[config.mk]
export PLATFORM = sky130hd
export DESIGN_NAME = alu_share_ctrl
export DESIGN_NICKNAME = d
export VERILOG_FILES = /design/src/rtl/alu_share_ctrl.sv
export SDC_FILE = /design/constraint.sdc
export NUM_CORES = 1
export LEC_CHECK = 0
export BUFFER_PORTS_ARGS = -buffer_cell sky130_fd_sc_hd__buf_2
export CORE_UTILIZATION = 49
export CTS_CLUSTER_DIAMETER = 40
export CTS_CLUSTER_SIZE = 40
export DETAILED_ROUTE_END_ITERATION = 8
export PLACE_DENSITY = 0.8
export SETUP_SLACK_MARGIN = 0.15
export SLEW_MARGIN = 5
export SYNTH_ARGS = -nofsm -noshare
export SYNTH_HDL_FRONTEND = slang
export SYNTH_SLANG_ARGS = --single-unit
[constraint.sdc]
create_clock -name clk_i -period 2.1 [get_ports clk_i]
set_input_delay 0.21 -clock clk_i [delete_from_list [all_inputs] [get_ports clk_i]]
set_output_delay 0.21 -clock clk_i [all_outputs]
set_load 0.02 [all_outputs]
[src/rtl/alu_share_ctrl.sv]
// Shares one ALU between two requesters: accept one op, drive the ALU, capture the result after SETTLE_CYCLES.
// Response valid SETTLE_CYCLES edges after accept; a stalled response blocks both request ports until consumed.
module alu_share_ctrl #(
    parameter int unsigned SETTLE_CYCLES = 2,
    parameter bit          ROUND_ROBIN   = 1'b1
) (
    input  logic       clk_i,
    input  logic       reset_ni,

    input  logic       req0_valid_i,
    output logic       req0_ready_o,
    input  logic [7:0] req0_data1_i,
    input  logic [7:0] req0_data2_i,
    input  logic [2:0] req0_select_i,
    output logic       rsp0_valid_o,
    input  logic       rsp0_ready_i,
    output logic [7:0] rsp0_result_o,
    output logic       rsp0_zero_o,

    input  logic       req1_valid_i,
    output logic       req1_ready_o,
    input  logic [7:0] req1_data1_i,
    input  logic [7:0] req1_data2_i,
    input  logic [2:0] req1_select_i,
    output logic       rsp1_valid_o,
    input  logic       rsp1_ready_i,
    output logic [7:0] rsp1_result_o,
    output logic       rsp1_zero_o,

    output logic [7:0] alu_data1_o,
    output logic [7:0] alu_data2_o,
    output logic [2:0] alu_select_o,
    input  logic [7:0] alu_result_i,
    input  logic       alu_zero_i,

    output logic       busy_o,
    output logic       grant_o
);
    localparam int unsigned SETTLE_EFF = (SETTLE_CYCLES == 0) ? 1 : SETTLE_CYCLES;
    localparam int          CNT_W      = $clog2(SETTLE_EFF + 1);

    typedef enum logic [1:0] {IDLE, EXEC, RESP} state_e;

    state_e           state_q, state_d;
    logic [CNT_W-1:0] cnt_q, cnt_d;
    logic             last_q, last_d;
    logic             grant_q, grant_d;
    logic [7:0]       alu_d1_q, alu_d1_d;
    logic [7:0]       alu_d2_q, alu_d2_d;
    logic [2:0]       alu_sel_q, alu_sel_d;
    logic [1:0]       rsp_vld_q, rsp_vld_d;
    logic [1:0][7:0]  rsp_res_q, rsp_res_d;
    logic [1:0]       rsp_zero_q, rsp_zero_d;

    logic [1:0]       req_vld;
    logic [1:0]       rsp_rdy;
    logic [1:0][7:0]  req_d1;
    logic [1:0][7:0]  req_d2;
    logic [1:0][2:0]  req_sel;
    logic [1:0]       ready;
    logic             win;

    assign req_vld = {req1_valid_i, req0_valid_i};
    assign rsp_rdy = {rsp1_ready_i, rsp0_ready_i};
    assign req_d1  = {req1_data1_i, req0_data1_i};
    assign req_d2  = {req1_data2_i, req0_data2_i};
    assign req_sel = {req1_select_i, req0_select_i};

    // On a tie, round-robin favours the port that was not served last.
    always_comb begin
        win   = 1'b0;
        ready = 2'b00;
        unique case (req_vld)
            2'b10:   win = 1'b1;
            2'b11:   win = ROUND_ROBIN ? ~last_q : 1'b0;
            default: win = 1'b0;
        endcase
        if (state_q == IDLE && reset_ni && req_vld != 2'b00) begin
            ready[win] = 1'b1;
        end
    end

    always_comb begin
        state_d    = state_q;
        cnt_d      = cnt_q;
        last_d     = last_q;
        grant_d    = grant_q;
        alu_d1_d   = alu_d1_q;
        alu_d2_d   = alu_d2_q;
        alu_sel_d  = alu_sel_q;
        rsp_vld_d  = rsp_vld_q;
        rsp_res_d  = rsp_res_q;
        rsp_zero_d = rsp_zero_q;
        unique case (state_q)
            IDLE: begin
                if ((ready & req_vld) != 2'b00) begin
                    alu_d1_d  = req_d1[win];
                    alu_d2_d  = req_d2[win];
                    alu_sel_d = req_sel[win];
                    grant_d   = win;
                    cnt_d     = CNT_W'(SETTLE_EFF);
                    state_d   = EXEC;
                end
            end
            EXEC: begin
                cnt_d = cnt_q - CNT_W'(1);
                if (cnt_q == CNT_W'(1)) begin
                    rsp_res_d[grant_q]  = alu_result_i;
                    rsp_zero_d[grant_q] = alu_zero_i;
                    rsp_vld_d[grant_q]  = 1'b1;
                    state_d             = RESP;
                end
            end
            RESP: begin
                if (rsp_rdy[grant_q]) begin
                    rsp_vld_d[grant_q] = 1'b0;
                    last_d             = grant_q;
                    state_d            = IDLE;
                end
            end
            default: state_d = IDLE;
        endcase
    end

    always_ff @(posedge clk_i) begin
        if (!reset_ni) begin
            state_q    <= IDLE;
            cnt_q      <= '0;
            last_q     <= 1'b1;
            grant_q    <= 1'b0;
            alu_d1_q   <= '0;
            alu_d2_q   <= '0;
            alu_sel_q  <= '0;
            rsp_vld_q  <= '0;
            rsp_res_q  <= '0;
            rsp_zero_q <= '0;
        end else begin
            state_q    <= state_d;
            cnt_q      <= cnt_d;
            last_q     <= last_d;
            grant_q    <= grant_d;
            alu_d1_q   <= alu_d1_d;
            alu_d2_q   <= alu_d2_d;
            alu_sel_q  <= alu_sel_d;
            rsp_vld_q  <= rsp_vld_d;
            rsp_res_q  <= rsp_res_d;
            rsp_zero_q <= rsp_zero_d;
        end
    end

    assign req0_ready_o  = ready[0];
    assign req1_ready_o  = ready[1];
    assign rsp0_valid_o  = rsp_vld_q[0];
    assign rsp1_valid_o  = rsp_vld_q[1];
    assign rsp0_result_o = rsp_res_q[0];
    assign rsp1_result_o = rsp_res_q[1];
    assign rsp0_zero_o   = rsp_zero_q[0];
    assign rsp1_zero_o   = rsp_zero_q[1];
    assign alu_data1_o   = alu_d1_q;
    assign alu_data2_o   = alu_d2_q;
    assign alu_select_o  = alu_sel_q;
    assign busy_o        = (state_q != IDLE);
    assign grant_o       = grant_q;

endmodule

* After elaboration in Yosys (flattened, before gate mapping)
Cells that the tools add are included.
** Storage, ports and cells
- Register bits after elaboration :: 45
- Logic and storage cells :: 72
- Output and inout bits :: 43
- Bits of input ports :: 53
** Operators by class
- Mux-type cells :: 27
- Bitwise operators :: 5
- Add/subtract/negate cells :: 1
- $lt $le $gt $ge :: 4
- Eq/ne operators :: 8
- Reductions and logical operators :: 16
** Operators with widths (count)
- two-way mux 8 bit :: 5
- bitwise mux 16 bit :: 1
- two-way mux 2 bit :: 7
- nonzero test 2 bit :: 5
- demux 8 bit (select 1 bit) :: 1
- case mux 2 bit (2 select lines) :: 2
- AND reduction 2 bit :: 4
- equality test 2 bit, second input constant :: 3
- two-way mux 3 bit :: 2
- case mux 2 bit (3 select lines) :: 1
- AND reduction 3 bit :: 2
- bitwise AND 2 bit :: 2
- equality test 2 x 1 -> 1 bit, second input constant :: 2
- logical AND 1 bit :: 4
- < comparator 1 x 2 -> 1 bit, second input constant :: 2
- two-way mux 1 bit :: 4
- inequality test 2 bit, second input constant :: 2
- bitwise mux 2 bit :: 1
- demux 1 bit (select 1 bit) :: 2
- >= comparator 1 bit, second input constant :: 2
- logical NOT 2 bit :: 1
- inequality test 2 x 1 -> 1 bit, second input constant :: 1
- NOT 2 bit :: 1
- OR 2 bit :: 1
- 3 further kinds :: 3

* Depth between registers and ports, before layout
- Depth in word-level cells :: 11
- Mapped depth :: 6
- Gate-level depth less buffers :: 5

* Least setup slack after synthesis
Ideal clock, no wire load.
- Kind :: register to output
- Start point :: register state_q[0]
- End point :: output req0_ready_o
- Setup slack :: 0.724 ns
- Arrival time :: 1.166 ns
- Data required time :: 1.890 ns
- Buffers on the path :: 1
- Cell stages (with the launch flop) :: 5
- Cell sequence :: dfxtp_1 -> nor3b_4 -> buf_2 -> nand2_1 -> nor2_1
** Between the ends
- Longest elaborated chain between the ends :: 4
** RTL lines
- from (decl) :: RTL line 44 : state_e state_q, state_d;
- from (signal assigned) :: RTL line 138 : state_q <= state_d;
- logical NOT 2 bit :: RTL line 78 : if (state_q == IDLE && reset_ni && req_vld != 2'b00) begin
- logical AND 1 bit (2 in a row) :: RTL line 78
- two-way mux 2 bit :: RTL line 78
- to (decl) :: RTL line 11 : output logic req0_ready_o,
No other way between the ends.

* Final worst setup path
- Start point :: register state_q[1]
- End point :: output req0_ready_o
The elaborated chain is that of the path after synthesis.

==> impl_summary.txt <==
----------------------------------------------------
[STA]
  Max transition margin ... 0.630
  PnR worst setup slack ... about 0.45 ns
  Clock skew after layout ... between 0.003 and 0.004 ns
  Final Slew Violations ... 0
  Transition time of the tightest slew-check pin ... about 0.56 ns
  Final critical-path required period ... ~1.6 ns
  Setup TNS after final layout ... 0 ns
  Max frequency ... about 600 MHz
  Tcrit/Tclk final ... 0.784
  Unrepaired setup endpoints after global routing ... no
  Number of endpoints failing setup at the final stage ... 0
  Tightest hold margin ... about 0.12 ns
  Count of endpoints failing hold in the final timing report ... 0

[Global routing]
  Global route overflow ... 0
  Largest net degree at the start of global routing ... 22
  Wire length of the first global-routing pass ... around 7600 microns
  Vias in the first global route ... 1763
  Antenna violations before repair ... 0
  GRT Total Usage ... 0.231

[Synthesis]
  Xor/xnor cell area share of the yosys netlist ... 0
  Share of synthesized area spent on multiplexers ... 0
  Synthesized netlist net count ... between 200 and 300
  Number of storage elements in the synthesis netlist ... 45
  Cells after synthesis ... roughly 240
  Proportion of register bits with asynchronous set or reset after synthesis ... 0
  Top FF cell, synth ... sky130_fd_sc_hd__dfxtp_1
  Distinct cell type count of the synthesized netlist ... 30
  Syn Std Cell Area ... 2000 sq um
  Largest family of logic cells by synthesized area ... compound AO/OA/AOI/OAI gates
  Yosys warns ... 0
  Share of the yosys chip area belonging to registers ... 0.451
  Area share of and/or/nand/nor cells after synthesis ... 0.220
  Average cell area after synthesis ... slightly above 8 sq um
  Leading area contributor after synthesis ... sky130_fd_sc_hd__dfxtp_1
  Area fraction of the dominant cell type after synthesis ... 0.451
  Fraction of the mapped netlist area in compound gates ... 0.257
  Ranking of synthesized cells by area ... sky130_fd_sc_hd__dfxtp_1 45%, sky130_fd_sc_hd__nand2_1 15%, sky130_fd_sc_hd__a21oi_1 11%
  Synthesized-area fraction occupied by adder cells ... 0.00627
  Post-synth EDFFs ... 0

[Setup path]
  Cells traversed along the worst timing path ... nor3b_4 -> nand2_1 -> nor2_1 -> buf_2
  Crit. End Element ... primary output
  Req. time, crit path ... 1.89 ns
  Largest driver fanout on the critical path ... 12
  Standard cell with the maximum stage delay on the critical path ... sky130_fd_sc_hd__dfxtp_1
  Worst setup SP type ... register
  Reg2Reg Capture Point ... alu_data1_o[0]$_SDFFE_PN0P_
  Worst Setup Path Type ... reg2out
  Beginning of the worst register-to-register path ... state_q[1]$_SDFFE_PN0P_
  Worst reg2reg path depth ... 5
  Worst Path Arrival ... roughly 1.4 ns
  Internal reg-to-reg setup slack ... about 0.50 ns
  Critical Path Max Stage Delay ... about 0.42 ns

[Layout]
  Proportion of layout cells with a drive suffix above 1 ... 0.373
  Final net count ... roughly 390
  Footprint of the multi-input gates ... ~960 sq um
  Number of cells in the finished layout apart from fillers ... 380
  Fill cells ... between 300 and 400
  Leading cell type in the layout, fill and taps excluded ... sky130_fd_sc_hd__buf_2
  Core utilization of the finished layout ... 0.681
  Commonest cells after routing, fill and taps aside ... 95 x sky130_fd_sc_hd__buf_2, 78 x sky130_fd_sc_hd__nand2_1, 45 x sky130_fd_sc_hd__dfxtp_1
  FF+latch area ... 901 sq um
  P&R area growth vs syn ... 28.6%
  Final cell area excluding filler cells ... between 2000 and 3000 sq um
  N_diodes ... 0

[Floorplanning]
  Die area ... 4330 sq um
  Starting utilization of the core area ... 0.530
  Floorplan Core Area ... 3770 sq um
  Die span in x ... roughly 66 microns
  FP Rows ... 22
  Ports placed on the boundary ... 96
  Die height ... around 66 microns

[Routing]
  Via total after detailed routing ... slightly below 2000
  Routed WL per cell ... 12.3 microns
  Wire length after detailed routing ... ~4700 microns
  Post-detailed-route via-to-cell ratio ... just over 5
  Number of design rule violations left after detail routing ... 0
  DRC violation total after the first TritonRoute iteration ... approximately 100
  DR pass1 iterations ... 4
  Antenna Violating Nets Remaining ... 0

[Clocking]
  Number of sinks driven by the clock tree ... between 40 and 50
  Root Driver ... sky130_fd_sc_hd__clkbuf_8
  Level count of the clock H-tree ... 2
  Clock transition time at the flip-flop clock pins of the worst setup and hold paths ... approximately 0.08 ns
  Max clock buf depth ... 2
  Inserted Clock Buffers ... 5
  CTS tree ... done
  Clock latency at the later pin of the worst-skew pair ... slightly below 0.3 ns

[Placement]
  Place WS ... between 0.4 and 0.5 ns
  Number of buffers added on ports ... 95
  HPWL Detailed ... approximately 3400 microns
  Area of placed instances ... 2460 sq um
  Final Wtd Congestion ... 0.736
  Post-placement cell count ... roughly 370

[Power and ir drop]
  Static Leak ... roughly 1.2 nW
  Worst voltage drop across the vdd grid ... 0.385 mV
  Power after layout ... about 1.8 mW
  Power density over cell area ... 712 nW/um^2

[Status]
  Result of the run ... finished, final reports clean

[Hold path]
  Type of the worst min-delay path ... in2reg
  Count of cells along the worst hold path ... 2
  HP Start ... reset_ni
  Terminating pin of the worst hold path ... last_q$_SDFFE_PN1P_

[Job]
  Reported max-cap violation count ... 0

----------------------------------------------------
## layout make-up
class / instances / share of cell area
repair buffers: 104 / 0.212
flip-flops and latches: 45 / 0.351
multi-input cells: 170 / 0.376
well taps: 48 / 0.0234
clock buffers: 8 / 0.0312
inverters: 5 / 0.00731
## state kept, by name, indices dropped and copies added (netlist names), named ones only
| signal | flops |
|---|---|
| rsp_zero_q | 2 |
| alu_data2_o | 8 |
| alu_data1_o | 8 |
| last_q | 1 |
| cnt_q | 2 |
| rsp0_result_o | 8 |
| grant_o | 1 |
| state_q | 2 |
| rsp1_result_o | 8 |
| alu_select_o | 3 |
## worst max path at each step
stage / startpoint / end / slack [ns] / depth (start not counted)
6_report: state_q[1]$_SDFFE_PN0P_ / req0_ready_o / 0.45 / 4
2_1_floorplan: state_q[0]$_SDFFE_PN0P_ / req0_ready_o / 0.72 / 4
3_3_place_gp: state_q[0]$_SDFFE_PN0P_ / alu_data1_o[7]$_SDFFE_PN0P_ / 0.52 / 4
3_5_place_dp: state_q[0]$_SDFFE_PN0P_ / alu_data1_o[0]$_SDFFE_PN0P_ / 0.45 / 4
5_1_grt: state_q[1]$_SDFFE_PN0P_ / req0_ready_o / 0.33 / 4
4_1_cts: state_q[0]$_SDFFE_PN0P_ / req0_ready_o / 0.22 / 4
## power breakdown
part,leakage (nW),internal (mW),switching (mW)
Clock,0.0395,0.236,0.268
Combinational,0.755,0.159,0.222
Sequential,0.367,0.904,0.0368
Total,1.16,1.30,0.527
## Yosys cell counts (all sizes together) (2+ instances only)
library cell	n
a21bo	2
a21oi	44
a311oi	19
buf	12
clkbuf	9
dfxtp	45
inv	4
nand2	78
nand2b	2
nand3	2
nand4b	2
nor2	4
nor2b	2
o21ai	2
or2	2
## cell families (layout without fill, tap and decap cells)
group                    count (synthesis)  in the layout
AO/OA/AOI/OAI                           71             71
buffers and inverters                   26            117
AND/OR/NAND/NOR                         98             98
adder cells (fa/ha/maj)                  1              1
flip-flops                              45             45
## critical path: cells and delay by family (launching register included)
family,cells,cell delay [ns]
buf+inv,1,0.17
flops,1,0.42
simple gates,3,0.55
## per-layer routing
metal  global-route usage  wire (microns)  up-vias
met3               0.0603             362        5
met5                    0               0        -
met4                0.106              56        0
li1                     -               -     1013
met2                0.385            2130       80
met1                0.274            2120      871
## what timing repair did
item                       in CTS  in global routing
hold buffers                    0                  0
gates resized for setup         0                  0
setup endpoints to repair       0                  2
setup buffers                   0                  3
No activity file was read; power rests on OpenSTA's default activity.
